===== src/rtl/rf_pkg.sv =====
// Shared types for the register-file write path: write record and grant source.
package rf_pkg;
  localparam int XLEN       = 32;
  localparam int REG_ADDR_W = 5;
  localparam int NUM_REGS   = 32;

  typedef struct packed {
    logic [REG_ADDR_W-1:0] addr;
    logic [XLEN-1:0]       data;
  } rf_wr_t;

  typedef enum logic [1:0] {
    GNT_NONE = 2'd0,
    GNT_WB   = 2'd1,
    GNT_LU   = 2'd2
  } grant_t;
endpackage


===== src/rtl/rf_wr_fifo.sv =====
// Small synchronous FIFO of register writes; head is visible combinationally.
module rf_wr_fifo
  import rf_pkg::*;
#(
  parameter int DEPTH = 2
) (
  input  logic   clk,
  input  logic   rst,
  input  logic   push,
  input  logic   pop,
  input  rf_wr_t wr,
  output rf_wr_t head,
  output logic   full,
  output logic   empty
);
  localparam int AW = $clog2(DEPTH);

  // Pointers carry one extra wrap bit so full and empty are distinguishable.
  logic [AW:0] wr_ptr;
  logic [AW:0] rd_ptr;
  rf_wr_t      mem [DEPTH];

  always_ff @(posedge clk or posedge rst) begin
    if (rst) begin
      wr_ptr <= '0;
      rd_ptr <= '0;
    end else begin
      if (push) wr_ptr <= wr_ptr + 1'b1;
      if (pop)  rd_ptr <= rd_ptr + 1'b1;
    end
  end

  always_ff @(posedge clk) begin
    if (push) mem[wr_ptr[AW-1:0]] <= wr;
  end

  assign head  = mem[rd_ptr[AW-1:0]];
  assign empty = (wr_ptr == rd_ptr);
  assign full  = (wr_ptr[AW] != rd_ptr[AW]) && (wr_ptr[AW-1:0] == rd_ptr[AW-1:0]);
endmodule


===== src/rtl/rf_write_arbiter.sv =====
// Single regfile write port shared by in-order writeback and a long-latency unit,
// with an LU result FIFO, starvation guard and a busy scoreboard for ID hazards.
module rf_write_arbiter
  import rf_pkg::*;
#(
  parameter int LU_DEPTH = 2,
  parameter int MAX_WAIT = 3
) (
  input  logic                  clk,
  input  logic                  rst,
  input  logic                  wb_valid,
  input  logic [REG_ADDR_W-1:0] wb_addr,
  input  logic [XLEN-1:0]       wb_data,
  output logic                  wb_stall,
  input  logic                  lu_issue,
  input  logic [REG_ADDR_W-1:0] lu_issue_addr,
  input  logic                  lu_valid,
  input  logic [REG_ADDR_W-1:0] lu_addr,
  input  logic [XLEN-1:0]       lu_data,
  output logic                  lu_ready,
  input  logic [REG_ADDR_W-1:0] id_rs1_addr,
  input  logic [REG_ADDR_W-1:0] id_rs2_addr,
  input  logic [REG_ADDR_W-1:0] id_rd_addr,
  input  logic                  id_rd_valid,
  output logic                  id_stall,
  output logic                  reg_write,
  output logic [REG_ADDR_W-1:0] wt_addr,
  output logic [XLEN-1:0]       wt_data
);
  localparam int WAIT_W = (MAX_WAIT < 1) ? 1 : $clog2(MAX_WAIT + 1);

  rf_wr_t              head;
  rf_wr_t              push_wr;
  logic                full;
  logic                empty;
  logic                push;
  logic                pop;
  logic                force_lu;
  grant_t              grant;
  logic [WAIT_W-1:0]   wait_cnt;
  logic                wt_from_lu;
  logic [NUM_REGS-1:1] busy;
  logic [NUM_REGS-1:0] busy_vec;

  rf_wr_fifo #(.DEPTH(LU_DEPTH)) u_fifo (
    .clk   (clk),
    .rst   (rst),
    .push  (push),
    .pop   (pop),
    .wr    (push_wr),
    .head  (head),
    .full  (full),
    .empty (empty)
  );

  // WB normally wins; a head blocked for MAX_WAIT cycles takes the port instead.
  always_comb begin
    force_lu = !empty && (wait_cnt == WAIT_W'(MAX_WAIT));
    if (force_lu)      grant = GNT_LU;
    else if (wb_valid) grant = GNT_WB;
    else if (!empty)   grant = GNT_LU;
    else               grant = GNT_NONE;
  end

  assign pop      = (grant == GNT_LU);
  assign wb_stall = force_lu & wb_valid;
  assign lu_ready = !full | pop;
  assign push     = lu_valid & lu_ready;
  assign push_wr  = {lu_addr, lu_data};

  always_ff @(posedge clk or posedge rst) begin
    if (rst)                  wait_cnt <= '0;
    else if (pop || empty)    wait_cnt <= '0;
    else if (grant == GNT_WB) wait_cnt <= wait_cnt + 1'b1;
  end

  always_ff @(posedge clk or posedge rst) begin
    if (rst) begin
      reg_write  <= 1'b0;
      wt_addr    <= '0;
      wt_data    <= '0;
      wt_from_lu <= 1'b0;
    end else begin
      unique case (grant)
        GNT_LU: begin
          reg_write  <= (head.addr != '0);
          wt_addr    <= head.addr;
          wt_data    <= head.data;
          wt_from_lu <= 1'b1;
        end
        GNT_WB: begin
          reg_write  <= (wb_addr != '0);
          wt_addr    <= wb_addr;
          wt_data    <= wb_data;
          wt_from_lu <= 1'b0;
        end
        default: begin
          reg_write  <= 1'b0;
          wt_from_lu <= 1'b0;
        end
      endcase
    end
  end

  // Busy clears on the edge the LU result lands in the regfile; a new issue wins a tie.
  generate
    for (genvar gi = 1; gi < NUM_REGS; gi++) begin : g_busy
      always_ff @(posedge clk or posedge rst) begin
        if (rst)
          busy[gi] <= 1'b0;
        else if (lu_issue && (lu_issue_addr == REG_ADDR_W'(gi)))
          busy[gi] <= 1'b1;
        else if (reg_write && wt_from_lu && (wt_addr == REG_ADDR_W'(gi)))
          busy[gi] <= 1'b0;
      end
    end
  endgenerate

  assign busy_vec = {busy, 1'b0};
  assign id_stall = busy_vec[id_rs1_addr] | busy_vec[id_rs2_addr]
                  | (id_rd_valid & busy_vec[id_rd_addr]);
endmodule


===== config.mk =====
export PLATFORM = sky130hd
export DESIGN_NAME = rf_write_arbiter
export DESIGN_NICKNAME = d
export VERILOG_FILES = /design/src/rtl/rf_pkg.sv /design/src/rtl/rf_wr_fifo.sv /design/src/rtl/rf_write_arbiter.sv
export SDC_FILE = /design/constraint.sdc
export NUM_CORES = 1
export LEC_CHECK = 0
export ABC_AREA = 0
export BUFFER_PORTS_ARGS = -buffer_cell sky130_fd_sc_hd__buf_4
export CAP_MARGIN = 40
export CORE_MARGIN = 2
export CORE_UTILIZATION = 60
export CTS_CLUSTER_SIZE = 30
export DETAILED_ROUTE_END_ITERATION = 10
export PLACE_DENSITY_LB_ADDON = 0.08
export REMOVE_ABC_BUFFERS = 1
export SETUP_SLACK_MARGIN = 0.5
export SLEW_MARGIN = 10
export SYNTH_ARGS = -nofsm -noshare
export SYNTH_HDL_FRONTEND = slang
export SYNTH_SLANG_ARGS = --single-unit

===== constraint.sdc =====
create_clock -name clk -period 6.2 [get_ports clk]
set_input_delay 0.31 -clock clk [delete_from_list [all_inputs] [get_ports clk]]
set_output_delay 0.31 -clock clk [all_outputs]
set_load 0.1 [all_outputs]

==> results.md <==
Hold path:
- The worst hold path belongs to the class primary input to flip-flop.
- The number of cells traversed by the worst hold path is 1.
- The path with the worst hold slack has its endpoint at u_fifo.mem[0][7]$_DFFE_PP_.
- The launch point of the worst hold path is lu_data[7].

STA:
- The count of final max-slew check failures is 0.
- The worst hold slack is 0.0698 ns.
- Setup repair after global routing left no endpoint under its margin.
- The number of failing setup endpoints in the final timing report is 0.
- The worst-case clock skew is 0.00845 ns.
- The post-route clock period utilization is 53.4%.
- At the pin with the least slew margin, the transition time is 0.718 ns.
- The final-report hold violation count came to 0.
- Setup total negative slack on the finished layout was measured at 0 ns.
- For the finished layout, the period the worst path requires is ~3.3 ns.
- The achievable clock frequency is 0.302 GHz.
- In this run the tightest slew margin relative to its limit is a little over half.
- The worst-case setup margin in the final layout is 2.89 ns.

Drt:
- The routed via count divided by cell count is between 6 and 7.
- The first-iteration detailed-routing DRC count is 441.
- The count of nets left with antenna violations once routing finished came out at 0.
- The topmost layer with routed signal wires is met4.
- The met3 routed wirelength is 1190 um.
- For this block, wires on met1 add up to slightly below 7000 um.
- The number of iterations in the first detailed-routing pass is 8.
- For this run, design rule violations remaining after detail routing come to 7.
- Dividing the detail-routed wire length by the instance count gives slightly below 20 um.
- The detailed-routed wire length on met2 is 8400 um.
- The via count is 5,358.
- The final layout contains routed wiring with a total length of 16,600 um.

Logic synthesis:
- The post-synthesis adder-cell area fraction is less than 1%.
- The count of warnings emitted by yosys is 0.
- Summing the areas of all compound-gate instances in the mapped netlist gives 13.8% of the synthesized area.
- Sequential elements use between 50 and 60% of the synthesized area.
- The dominant register cell in the synthesized netlist is dfrtp_1.
- The XOR/XNOR share of the synthesized area is 0.946%.
- The fraction of registers with async set/reset is 50.7%.
- By area, the combinational part of the netlist is dominated by multiplexers.
- The number of enable flip-flop cells after synthesis is 74.
- Synthesis instantiated 46 different standard cells from the library.
- The multiplexer share of the synthesized area is 14.0%.
- The post-synthesis register bit count is 150.
- The post-synthesis cell area is 7150 um2.
- The synthesized netlist devotes 9.88% of its cell area to simple gates.
- The synthesized instance count is between 500 and 600.
- The mean post-synth cell area is 12.8 um2.

Floorplan:
- Once the floorplan was initialized, standard cells occupied 62.0% of the core.
- The die is about 110 um tall.
- During I/O placement, the number of pins put on the boundary was 141.
- The die is 113 um wide.
- The floorplan row count is 39.
- After floorplanning, the core was sized to cover 11,500 um2.
- The area of the die is 12,800 um2.

Setup path:
- Data arrives at the worst endpoint at approximately 3 ns.
- Walking the worst path, the cells encountered are buf_4 > xor2_2 > or2_4 > buf_16 > and3_1 > buf_4.
- In this run the critical register-to-register path is captured at wt_addr[0]$_DFFE_PP0P_.
- The critical path capture point type is an output pin.
- The setup slack of the most critical reg-to-reg path is 3.44 ns.
- In this run the critical register-to-register path is launched from u_fifo.rd_ptr[0]$_DFFE_PP0P_.
- The worst-path maximum fanout is 70.
- The worst-path cell with the longest stage delay is buf_4.
- By startpoint and endpoint, the worst setup path is classified as flip-flop to output pin.
- For the worst setup path, the data required time is 5.89 ns.
- The kind of start point of the critical path is a flip-flop.
- Counting cells, the worst reg-to-reg path comes to 7.
- On the worst path, the slowest cell contributes a delay of 0.56 ns.
- Counting stages on the worst path, the most repeated cell is buf_4.

Clocking:
- Once the clock tree was built, the resizer swapped 0 gates to a different size.
- The H-tree was split into 4 levels.
- The largest buffer count on any clock path is 2.
- After clock tree synthesis, the clock-pin slew on the worst setup and hold paths is 0.06 ns.
- Once the clock tree was built, the setup fixing pass inserted 0 buffers.
- The number of buffers added by the clock tree synthesis step is 17.
- The TritonCTS clock tree is built.
- The clock reaches the later pin of the worst-skew pair after about 0.42 ns.
- The total clock sinks is 150.
- The root buffer selected by CTS is clkbuf_16.
- The number of hold buffers added after CTS was 1.

GRT:
- The number of antenna violations at the first check in global routing is 0.
- Summed over all layers, the global routing overflow is 0.
- The number of global-route vias before repair was 5,389.
- The wire length of the first global-routing pass is roughly 27,000 um.
- Across every metal layer, demand over resource in global routing totals between 20 and 30%.
- The largest net degree at the start of global routing is 71.

Cells and area:
- The growth of design area from synthesis to finish is 23.3%.
- At the end of the flow the core is filled with cells to 76.5%.
- The final layout contains 790 nets.
- The finished cells cover 8810 um2.
- The final non-filler cell total is ~850.
- 0 antenna diodes ended up in the layout.
- The post-route netlist has approximately 33% of its cells at a drive strength greater than 1.

Place:
- The routability congestion estimate from global placement is about 0.91.
- After legalization and detailed placement, the total HPWL measured approximately 11,000 um.
- The worst slack at placement is 3.37 ns.
- The number of instances in the placed design is between 800 and 900.
- In this run the tool buffered the top-level ports with 140 buffer cells.
- The standard cell area after detailed placement is 8280 um2.

Status:
- The final reports fail on design-rule violations.
- The flow ran to the end, but the final reports show violations.

Power:
- The design draws around 5.3 mW.
- For this design the ratio of total power to cell area is 601 nW/um2.
- The static leakage power is 3.44 nW.
- The worst ir drop on vdd is 0.523 mV.

Run:
- The tool flagged a number of max-cap violations equal to 0.
[area by class of cell]
type	count	area, um2
fillers	746	2710
multi-input cells	370	2780
well taps	143	179
clock buffers	25	465
inverters	1	5.00
flip-flops and latches	150	4130
repair buffers	149	1190
clock inverters	7	57.6
[Yosys cell counts (all sizes together), types with 2 or more instances]
| cell type | n | area (um2) |
|---|---|---|
| nor2b | 5 | 31.3 |
| o21ai | 67 | 335 |
| nand4b | 2 | 17.5 |
| nand4 | 4 | 25.0 |
| nand2b | 10 | 62.6 |
| o221a | 32 | 360 |
| o22ai | 5 | 31.3 |
| mux2i | 46 | 460 |
| xor2 | 4 | 50.1 |
| xnor2 | 2 | 17.5 |
| nor2 | 43 | 161 |
| buf | 27 | 211 |
| nor3b | 3 | 22.5 |
| clkbuf | 9 | 33.8 |
| mux4 | 21 | 495 |
| nand3 | 39 | 195 |
| a31oi | 4 | 25.0 |
| a21oi | 38 | 190 |
| edfxtp | 74 | 2220 |
| nand3b | 3 | 22.5 |
| and3 | 4 | 25.0 |
| nand2 | 14 | 52.6 |
| nor3 | 5 | 25.0 |
| dfrtp | 76 | 1900 |
| mux2 | 4 | 45.0 |
| or2 | 4 | 25.0 |
[cells in the final DEF (no fill, tap or decap), types with 17 or more instances in the layout]
master | Yosys | final
o21ai_0 | 67 | 67
a21oi_1 | 38 | 38
edfxtp_1 | 74 | 74
o221a_2 | 30 | 30
buf_4 | 4 | 144
nand3_1 | 39 | 39
nor2_1 | 43 | 42
clkbuf_16 | 0 | 17
mux2i_1 | 46 | 46
dfrtp_1 | 76 | 75
[sequential cells by signal, indices dropped and copies added (netlist names)]
register,flops
u_fifo.rd_ptr,2
u_fifo.mem,74
wait_cnt,2
busy,31
reg_write,1
wt_addr,5
wt_from_lu,1
wt_data,32
u_fifo.wr_ptr,2
[metal layers]
| metal | up-vias | track usage [%] |
|---|---|---|
| li1 | 2428 | - |
| met1 | 2680 | 33.8 |
| met2 | 223 | 45.1 |
| met3 | 27 | 6.05 |
| met4 | 0 | 11.9 |
| met5 | - | 0 |
[logic make-up after synthesis]
group                    Yosys count
flip-flops                       150
buffers and inverters             37
multiplexers                      71
adder cells (fa/ha/maj)            1
AND/OR/NAND/NOR                  141
XOR/XNOR                           6
AO/OA/AOI/OAI                    151
[critical path, delay by kind of cell, from the launching register on]
family / cells / cell delay (ns)
buf+inv: 3 / 1.14
simple gates: 2 / 0.67
xor+xnor: 1 / 0.37
flops: 1 / 0.33
[where the power goes]
| part | internal (mW) | total, mW | switching (mW) | leakage (nW) |
|---|---|---|---|---|
| Sequential | 1.44 | 1.68 | 0.246 | 1.51 |
| Combinational | 0.826 | 2.69 | 1.86 | 1.67 |
| Clock | 0.556 | 0.925 | 0.369 | 0.258 |
| Total | 2.82 | 5.29 | 2.47 | 3.44 |
[worst max-delay path by stage]
stage / start / cells past startpoint / end
final: u_fifo.rd_ptr[0]$_DFFE_PP0P_ / 6 / wb_stall
after global routing: u_fifo.rd_ptr[0]$_DFFE_PP0P_ / 6 / wb_stall
after CTS: u_fifo.rd_ptr[0]$_DFFE_PP0P_ / 6 / wb_stall
after detailed placement: u_fifo.rd_ptr[0]$_DFFE_PP0P_ / 6 / wb_stall
after global placement: u_fifo.rd_ptr[0]$_DFFE_PP0P_ / 5 / wb_stall
after floorplan: u_fifo.rd_ptr[0]$_DFFE_PP0P_ / 3 / wb_stall
(Power assumes the default switching activity.)
